## src/rtl/repetition_detector_v2.sv

```systemverilog
// repetition_detector_v2: takes one group of GROUP_SIZE values per handshake.
// It forwards the group with a per-lane info bitmap and per-lane back-reference
// indices, one register stage deep.
// Mode 0 flags zero lanes. Mode 1 flags lanes that repeat an earlier lane and
// points each one at the first earlier lane with the same value.
// Optional statistics counters are built when REPETITION_DETECTOR_STATS_EN is defined.
module repetition_detector_v2 #(
  parameter int DATA_WIDTH             = 8,
  parameter int GROUP_SIZE             = 4,
  parameter int LOG_GROUP              = 2,
  parameter int LOG_MAX_ITERS          = 16,
  parameter int LOG_MAX_READS_PER_ITER = 16,
  parameter int ZERO_INFO              = GROUP_SIZE
) (
  input  logic                                   clk,
  input  logic                                   rst,
  input  logic                                   configure,
  input  logic                                   mode,
  input  logic [LOG_MAX_ITERS-1:0]               num_iters,
  input  logic [LOG_MAX_READS_PER_ITER-1:0]      num_reads_per_iter,
  input  logic [GROUP_SIZE*DATA_WIDTH-1:0]       data_in,
  input  logic                                   valid_in,
  output logic                                   avail_out,
  output logic [GROUP_SIZE*DATA_WIDTH+ZERO_INFO-1:0] data_out,
  output logic [GROUP_SIZE*LOG_GROUP-1:0]        rep_idx_out,
  output logic                                   valid_out,
  output logic                                   last_out,
  output logic                                   done,
  input  logic                                   avail_in
`ifdef REPETITION_DETECTOR_STATS_EN
  ,
  output logic [31:0]                            stat_info_count,
  output logic [31:0]                            stat_group_count
`endif
);

  localparam int VW = GROUP_SIZE * DATA_WIDTH;
  localparam int IW = GROUP_SIZE * LOG_GROUP;

  typedef enum logic [1:0] {IDLE, RUN, FLUSH, DONE} state_t;

  state_t                              state, state_next;
  logic                                mode_r;
  logic [LOG_MAX_ITERS-1:0]            iters_r;
  logic [LOG_MAX_READS_PER_ITER-1:0]   reads_r;
  logic [LOG_MAX_ITERS-1:0]            iter_cnt;
  logic [LOG_MAX_READS_PER_ITER-1:0]   read_cnt;
  logic [ZERO_INFO-1:0]                info_p0;
  logic [IW-1:0]                       idx_p0;
  logic                                accept, consume, cfg_accept;
  logic                                last_read, last_iter;

  // Info bitmap. Mode 0 marks zero lanes. Mode 1 marks lanes that equal an earlier lane.
  function automatic logic [ZERO_INFO-1:0] detect_info(input logic [VW-1:0] d, input logic m);
    logic [ZERO_INFO-1:0] info;
    info = '0;
    for (int k = 0; k < GROUP_SIZE; k++) begin
      if (!m) begin
        info[k] = (d[k*DATA_WIDTH +: DATA_WIDTH] == '0);
      end else begin
        for (int j = 0; j < k; j++) begin
          if (d[j*DATA_WIDTH +: DATA_WIDTH] == d[k*DATA_WIDTH +: DATA_WIDTH]) info[k] = 1'b1;
        end
      end
    end
    return info;
  endfunction

  // Back-reference indices. Each lane defaults to itself. In mode 1 the
  // downward scan leaves the smallest matching earlier lane in place.
  function automatic logic [IW-1:0] detect_idx(input logic [VW-1:0] d, input logic m);
    logic [IW-1:0] idx;
    idx = '0;
    for (int k = 0; k < GROUP_SIZE; k++) begin
      idx[k*LOG_GROUP +: LOG_GROUP] = LOG_GROUP'(k);
      if (m) begin
        for (int j = k - 1; j >= 0; j--) begin
          if (d[j*DATA_WIDTH +: DATA_WIDTH] == d[k*DATA_WIDTH +: DATA_WIDTH])
            idx[k*LOG_GROUP +: LOG_GROUP] = LOG_GROUP'(j);
        end
      end
    end
    return idx;
  endfunction

  assign cfg_accept = (state == IDLE) && configure;
  assign avail_out  = (state == RUN) && (!valid_out || avail_in);
  assign accept     = valid_in && avail_out;
  assign consume    = valid_out && avail_in;
  assign last_read  = (read_cnt == reads_r - LOG_MAX_READS_PER_ITER'(1));
  assign last_iter  = (iter_cnt == iters_r - LOG_MAX_ITERS'(1));
  assign done       = (state == DONE);

  // Stage 0: combinational detection on the incoming group
  always_comb begin
    info_p0 = detect_info(data_in, mode_r);
    idx_p0  = detect_idx(data_in, mode_r);
  end

  // State register
  always_ff @(posedge clk or negedge rst) begin
    if (!rst) state <= IDLE;
    else      state <= state_next;
  end

  // Next-state logic. FLUSH drains the final group before DONE is signalled.
  always_comb begin
    state_next = state;
    case (state)
      IDLE: begin
        if (configure) begin
          if (num_iters != '0 && num_reads_per_iter != '0) state_next = RUN;
          else                                             state_next = DONE;
        end
      end
      RUN:     if (accept && last_read && last_iter) state_next = FLUSH;
      FLUSH:   if (!valid_out || avail_in)           state_next = DONE;
      DONE:    state_next = IDLE;
      default: state_next = IDLE;
    endcase
  end

  // Configuration latch and read/iteration counters. A new configuration restarts counting.
  always_ff @(posedge clk or negedge rst) begin
    if (!rst) begin
      mode_r   <= 1'b0;
      iters_r  <= '0;
      reads_r  <= '0;
      iter_cnt <= '0;
      read_cnt <= '0;
    end else if (cfg_accept) begin
      mode_r   <= mode;
      iters_r  <= num_iters;
      reads_r  <= num_reads_per_iter;
      iter_cnt <= '0;
      read_cnt <= '0;
    end else if (accept) begin
      if (last_read) begin
        read_cnt <= '0;
        iter_cnt <= iter_cnt + LOG_MAX_ITERS'(1);
      end else begin
        read_cnt <= read_cnt + LOG_MAX_READS_PER_ITER'(1);
      end
    end
  end

  // Stage 1: output register. It loads on accept, drops valid on a bare consume, and holds otherwise.
  always_ff @(posedge clk or negedge rst) begin
    if (!rst) begin
      data_out    <= '0;
      rep_idx_out <= '0;
      valid_out   <= 1'b0;
      last_out    <= 1'b0;
    end else if (accept) begin
      data_out    <= {info_p0, data_in};
      rep_idx_out <= idx_p0;
      valid_out   <= 1'b1;
      last_out    <= last_read;
    end else if (consume) begin
      valid_out   <= 1'b0;
      last_out    <= 1'b0;
    end
  end

`ifdef REPETITION_DETECTOR_STATS_EN
  function automatic logic [31:0] popcount(input logic [ZERO_INFO-1:0] v);
    logic [31:0] c;
    c = '0;
    for (int k = 0; k < ZERO_INFO; k++) c = c + 32'(v[k]);
    return c;
  endfunction

  function automatic logic [31:0] sat_add32(input logic [31:0] a, input logic [31:0] b);
    logic [32:0] s;
    s = {1'b0, a} + {1'b0, b};
    return s[32] ? '1 : s[31:0];
  endfunction

  // Statistics counters. They advance on each consumed output group and saturate at all-ones.
  always_ff @(posedge clk or negedge rst) begin
    if (!rst) begin
      stat_info_count  <= '0;
      stat_group_count <= '0;
    end else if (cfg_accept) begin
      stat_info_count  <= '0;
      stat_group_count <= '0;
    end else if (consume) begin
      stat_info_count  <= sat_add32(stat_info_count, popcount(data_out[VW +: ZERO_INFO]));
      stat_group_count <= sat_add32(stat_group_count, 32'd1);
    end
  end
`endif

endmodule

```

## config.mk

```make
export PLATFORM = sky130hd
export DESIGN_NAME = repetition_detector_v2
export DESIGN_NICKNAME = d
export VERILOG_FILES = /design/src/rtl/repetition_detector_v2.sv
export SDC_FILE = /design/constraint.sdc
export NUM_CORES = 1
export LEC_CHECK = 0
export ABC_AREA = 1
export CORE_MARGIN = 2
export CORE_UTILIZATION = 50
export DETAILED_ROUTE_END_ITERATION = 10
export DONT_BUFFER_PORTS = 1
export HOLD_SLACK_MARGIN = 0.12
export PLACE_DENSITY = 0.66
export SLEW_MARGIN = 25
export SYNTH_ARGS = -nofsm -noshare
export SYNTH_HDL_FRONTEND = slang
export SYNTH_SLANG_ARGS = --single-unit
```

## constraint.sdc

```tcl
create_clock -name clk -period 2.34 [get_ports clk]
set_input_delay 0.234 -clock clk [delete_from_list [all_inputs] [get_ports clk]]
set_output_delay 0.234 -clock clk [all_outputs]
set_load 0.02 [all_outputs]
```

==> reports/qor.txt, run 1 <==
Int Power -> 5.17 mW
Min cycle time layout -> 2.26 ns
Top delay family on crit path -> simple AND/OR/NAND/NOR gates
Synthesized cell area -> 7010 um^2
Cell area power density -> 1150 nW/um^2
Drt drc -> 0
Hold slack -> -0.444 ns
Met2 WL post-DR -> 9030 um
#FFs+latches synth -> 110
Synthesis Warnings -> 0
Fin crit share -> 96.5%
Final setup fails -> 0
Setup crit start kind -> flip-flop
Initial Util -> 50.9%
GRT overflow -> 0
Dpl cell area -> 7180 um^2
Final WL -> 19,200 um
CTS tree -> done
Final ANT Viol Nets -> 0
Vias in the first global route -> 6,179
Largest net degree at the start of global routing -> 111
Initial antenna violation count -> 1
Nets -> 1,106
Post-synth EDFFs -> 0
Worst-margin pin slew -> 0.635 ns
CP Cell Sequence -> buf_6 > nor2_4 > nand2_4 > nor2_8 > xor2_2 > nand2_1 > inv_1 > nand2_1 > nor2_2 > nand2_2 > o21ai_4 > clkbuf_16 > o21ai_0
Clock Tree Buf Depth -> 2
Failing checks -> negative hold slack
Clock Sink Count -> 110
RSZ-0062 raised after global routing -> yes
Max-cap violations -> 0
DIE WIDTH -> 122 um
Setup slack after layout -> 0.0814 ns
Nature of the critical path endpoint -> flip-flop
Status -> finished, violations left
Die ar. -> 15,000 um^2
Worst skew pair latency -> 0.36 ns
IO buf count -> 0
Global-route wire length before repair -> 30,900 um
P_sw -> 4.34 mW
Post-Synthesis Cells -> 967
Buf/Inv on CP -> 3
Relative slew slack -> 57.3%
Top Metal Used -> met5
Synth cell types -> 44
Hold Crit Class -> primary input to async pin
CP max stage delay -> 0.41 ns
Proportion of layout cells with a drive suffix above 1 -> 7.95%
Required time of the critical path -> 2.58 ns
Lkg Pwr -> 4.01 nW
Synth Flop Type -> dfrtp_1
Clk slew on worst S/H paths -> 0.08 ns
Gate power share -> 40.9%
DR vias/cell -> 5.39
VDD IR-drop max -> 0.000716 V
Total power -> 9.51 mW
Switching Fraction -> 45.6%
Critical Path AT -> 2.50 ns
Setup_tns -> 0 ns
Io pins -> 118
Flop pwr share -> 40.9%
Clock root buffer -> clkbuf_16
Number of H-tree levels -> 3
Most frequent CP cell -> nand2_1
Fmax achieved -> 0.443 GHz
Die height -> 122 um
Dpl cells -> 1,129
Count of final max-slew check failures -> 0
CP Max Fanout -> 15
Final Hold Viols -> 110
Routed length per instance -> 15.8 um
RD Place Congestion -> 0.913
Area delta synth->final -> 18.4%
Register area share after synthesis -> 39.3%
Finished Cell Area -> 8300 um^2
Final core utilization -> 60.2%
Pre-antenna DRT Iters -> 5
Iter 0 DRT Violations -> 506
Fin cells -> 1,212
Wire length on met3 -> 1300 um
DP HPWL -> 13,300 um
# diodes -> 0
Clock Power Share -> 18.2%
Ys async rst share -> 100%
Setup CP Type -> flip-flop to flip-flop
CTS buffer count -> 9
Slowest CP cell -> dfrtp_1
GRT Total Usage -> 26.2%
Hold buffer count at cts -> 58
Routed vias -> 6,536
Placeable Area -> 13,800 um^2
Post-place setup slack -> 0.112 ns
Num rows -> 43
Syn avg cell area -> 7.25 um^2
M1 WL -> 8290 um
Worst Skew -> 0.00866 ns
[routing by layer]
layer | track usage [%] | up-vias
met5 | 0 | -
met4 | 8.76 | 2
li1 | - | 3218
met1 | 33.5 | 3039
met2 | 42.5 | 224
met3 | 7.76 | 53
[area by class of cell]
class / count / area, um^2
repair buffers: 77 / 774
clock buffers: 9 / 225
multi-input cells: 694 / 3710
flip-flops and latches: 110 / 2760
well taps: 180 / 225
fillers: 1283 / 5480
clock inverters: 7 / 105
inverters: 135 / 507
[cells in the mapped netlist, drive strengths merged (2+ instances only)]
master | count | area share, %
ha | 9 | 1.6
clkbuf | 23 | 1.2
a221oi | 2 | 0.25
or2 | 4 | 0.36
o21ai | 104 | 7.6
o22ai | 2 | 0.18
buf | 7 | 0.87
nand3b | 6 | 0.64
inv | 134 | 7.2
nand4 | 43 | 3.8
o22a | 2 | 0.25
a21oi | 9 | 0.64
o21bai | 2 | 0.21
nor4 | 10 | 0.89
nand3 | 48 | 3.6
dfrtp | 110 | 39
xnor2 | 17 | 2.1
xor2 | 60 | 7.5
nor3 | 15 | 1.1
nand2 | 275 | 15
nor2 | 74 | 4.6
[state kept, by name, summed over array words and instances (netlist names), 2 cells and up]
register,cells
data_out,36
iter_cnt,16
iters_r,16
read_cnt,16
reads_r,16
rep_idx_out,5
state,2
[power groups by stage]
stage                     clock (mW)  combinational (mW)  sequential [mW]
after detailed placement           0                3.49             3.88
after CTS                       1.76                3.58             3.87
after global placement             0                3.44             3.88
after floorplan                    0                2.89             3.61
final                           1.73                3.89             3.89
after global routing            1.83                4.48             3.99
[placed cells by master (no fill, tap or decap), types with 3 or more instances in the layout]
cell	instances
dlygate4sd3_1	58
nand2_2	12
nor2_4	7
o21ai_1	13
xor2_1	59
clkbuf_16	11
nand3_1	45
or2_2	4
nor3_1	15
nor2_1	59
nand3b_1	6
nor4_1	10
ha_1	8
nand2_1	262
inv_2	6
conb_1	3
nand4_1	43
inv_1	128
dfrtp_1	108
xnor2_1	17
o21ai_0	90
nor2_2	7
buf_4	15
a21oi_1	8
[cells by family after synthesis]
family / after synthesis / share of synthesized area, %
flip-flops: 110 / 39.3
AO/OA/AOI/OAI: 127 / 9.86
XOR/XNOR: 77 / 9.62
AND/OR/NAND/NOR: 478 / 30.2
other: 1 / 0.0535
adder cells (fa/ha/maj): 9 / 1.61
buffers and inverters: 165 / 9.36
[path summary, 6_finish.rpt]
| check | startpoint | end | slack (ns) | cells after the start |
|---|---|---|---|---|
| hold reg to reg | reads_r[15] | reads_r[15] | 0.51 | 2 |
| setup / recovery | reads_r[1] | iter_cnt[13] | 0.08 | 13 |
| setup reg to reg | reads_r[1] | iter_cnt[13] | 0.08 | 13 |
| max in group asynchronous | rst | iters_r[8] | 2.61 | 0 |
| hold / removal | rst | data_out[16] | -0.44 | 0 |
| min in group clk | data_in[3] | data_out[3] | 0.16 | 2 |
[repair_timing]
action	CTS	global route
buffers inserted	0	7
resized for setup	0	34
endpoints found under the hold margin	170	110
endpoints found under the setup margin	0	31
Note: power is estimated with default switching activity, not from simulation.
==> run 2, diff against run 1 <==
--- a/config.mk
+++ b/config.mk
@@ -12,6 +12,7 @@
 export DONT_BUFFER_PORTS = 1
 export HOLD_SLACK_MARGIN = 0.12
 export PLACE_DENSITY = 0.66
+export RECOVER_POWER = 50
 export SLEW_MARGIN = 25
 export SYNTH_ARGS = -nofsm -noshare
 export SYNTH_HDL_FRONTEND = slang
==> results of run 2 <==
Same layout as run 1: the final DEF is identical, and so are final timing and power.
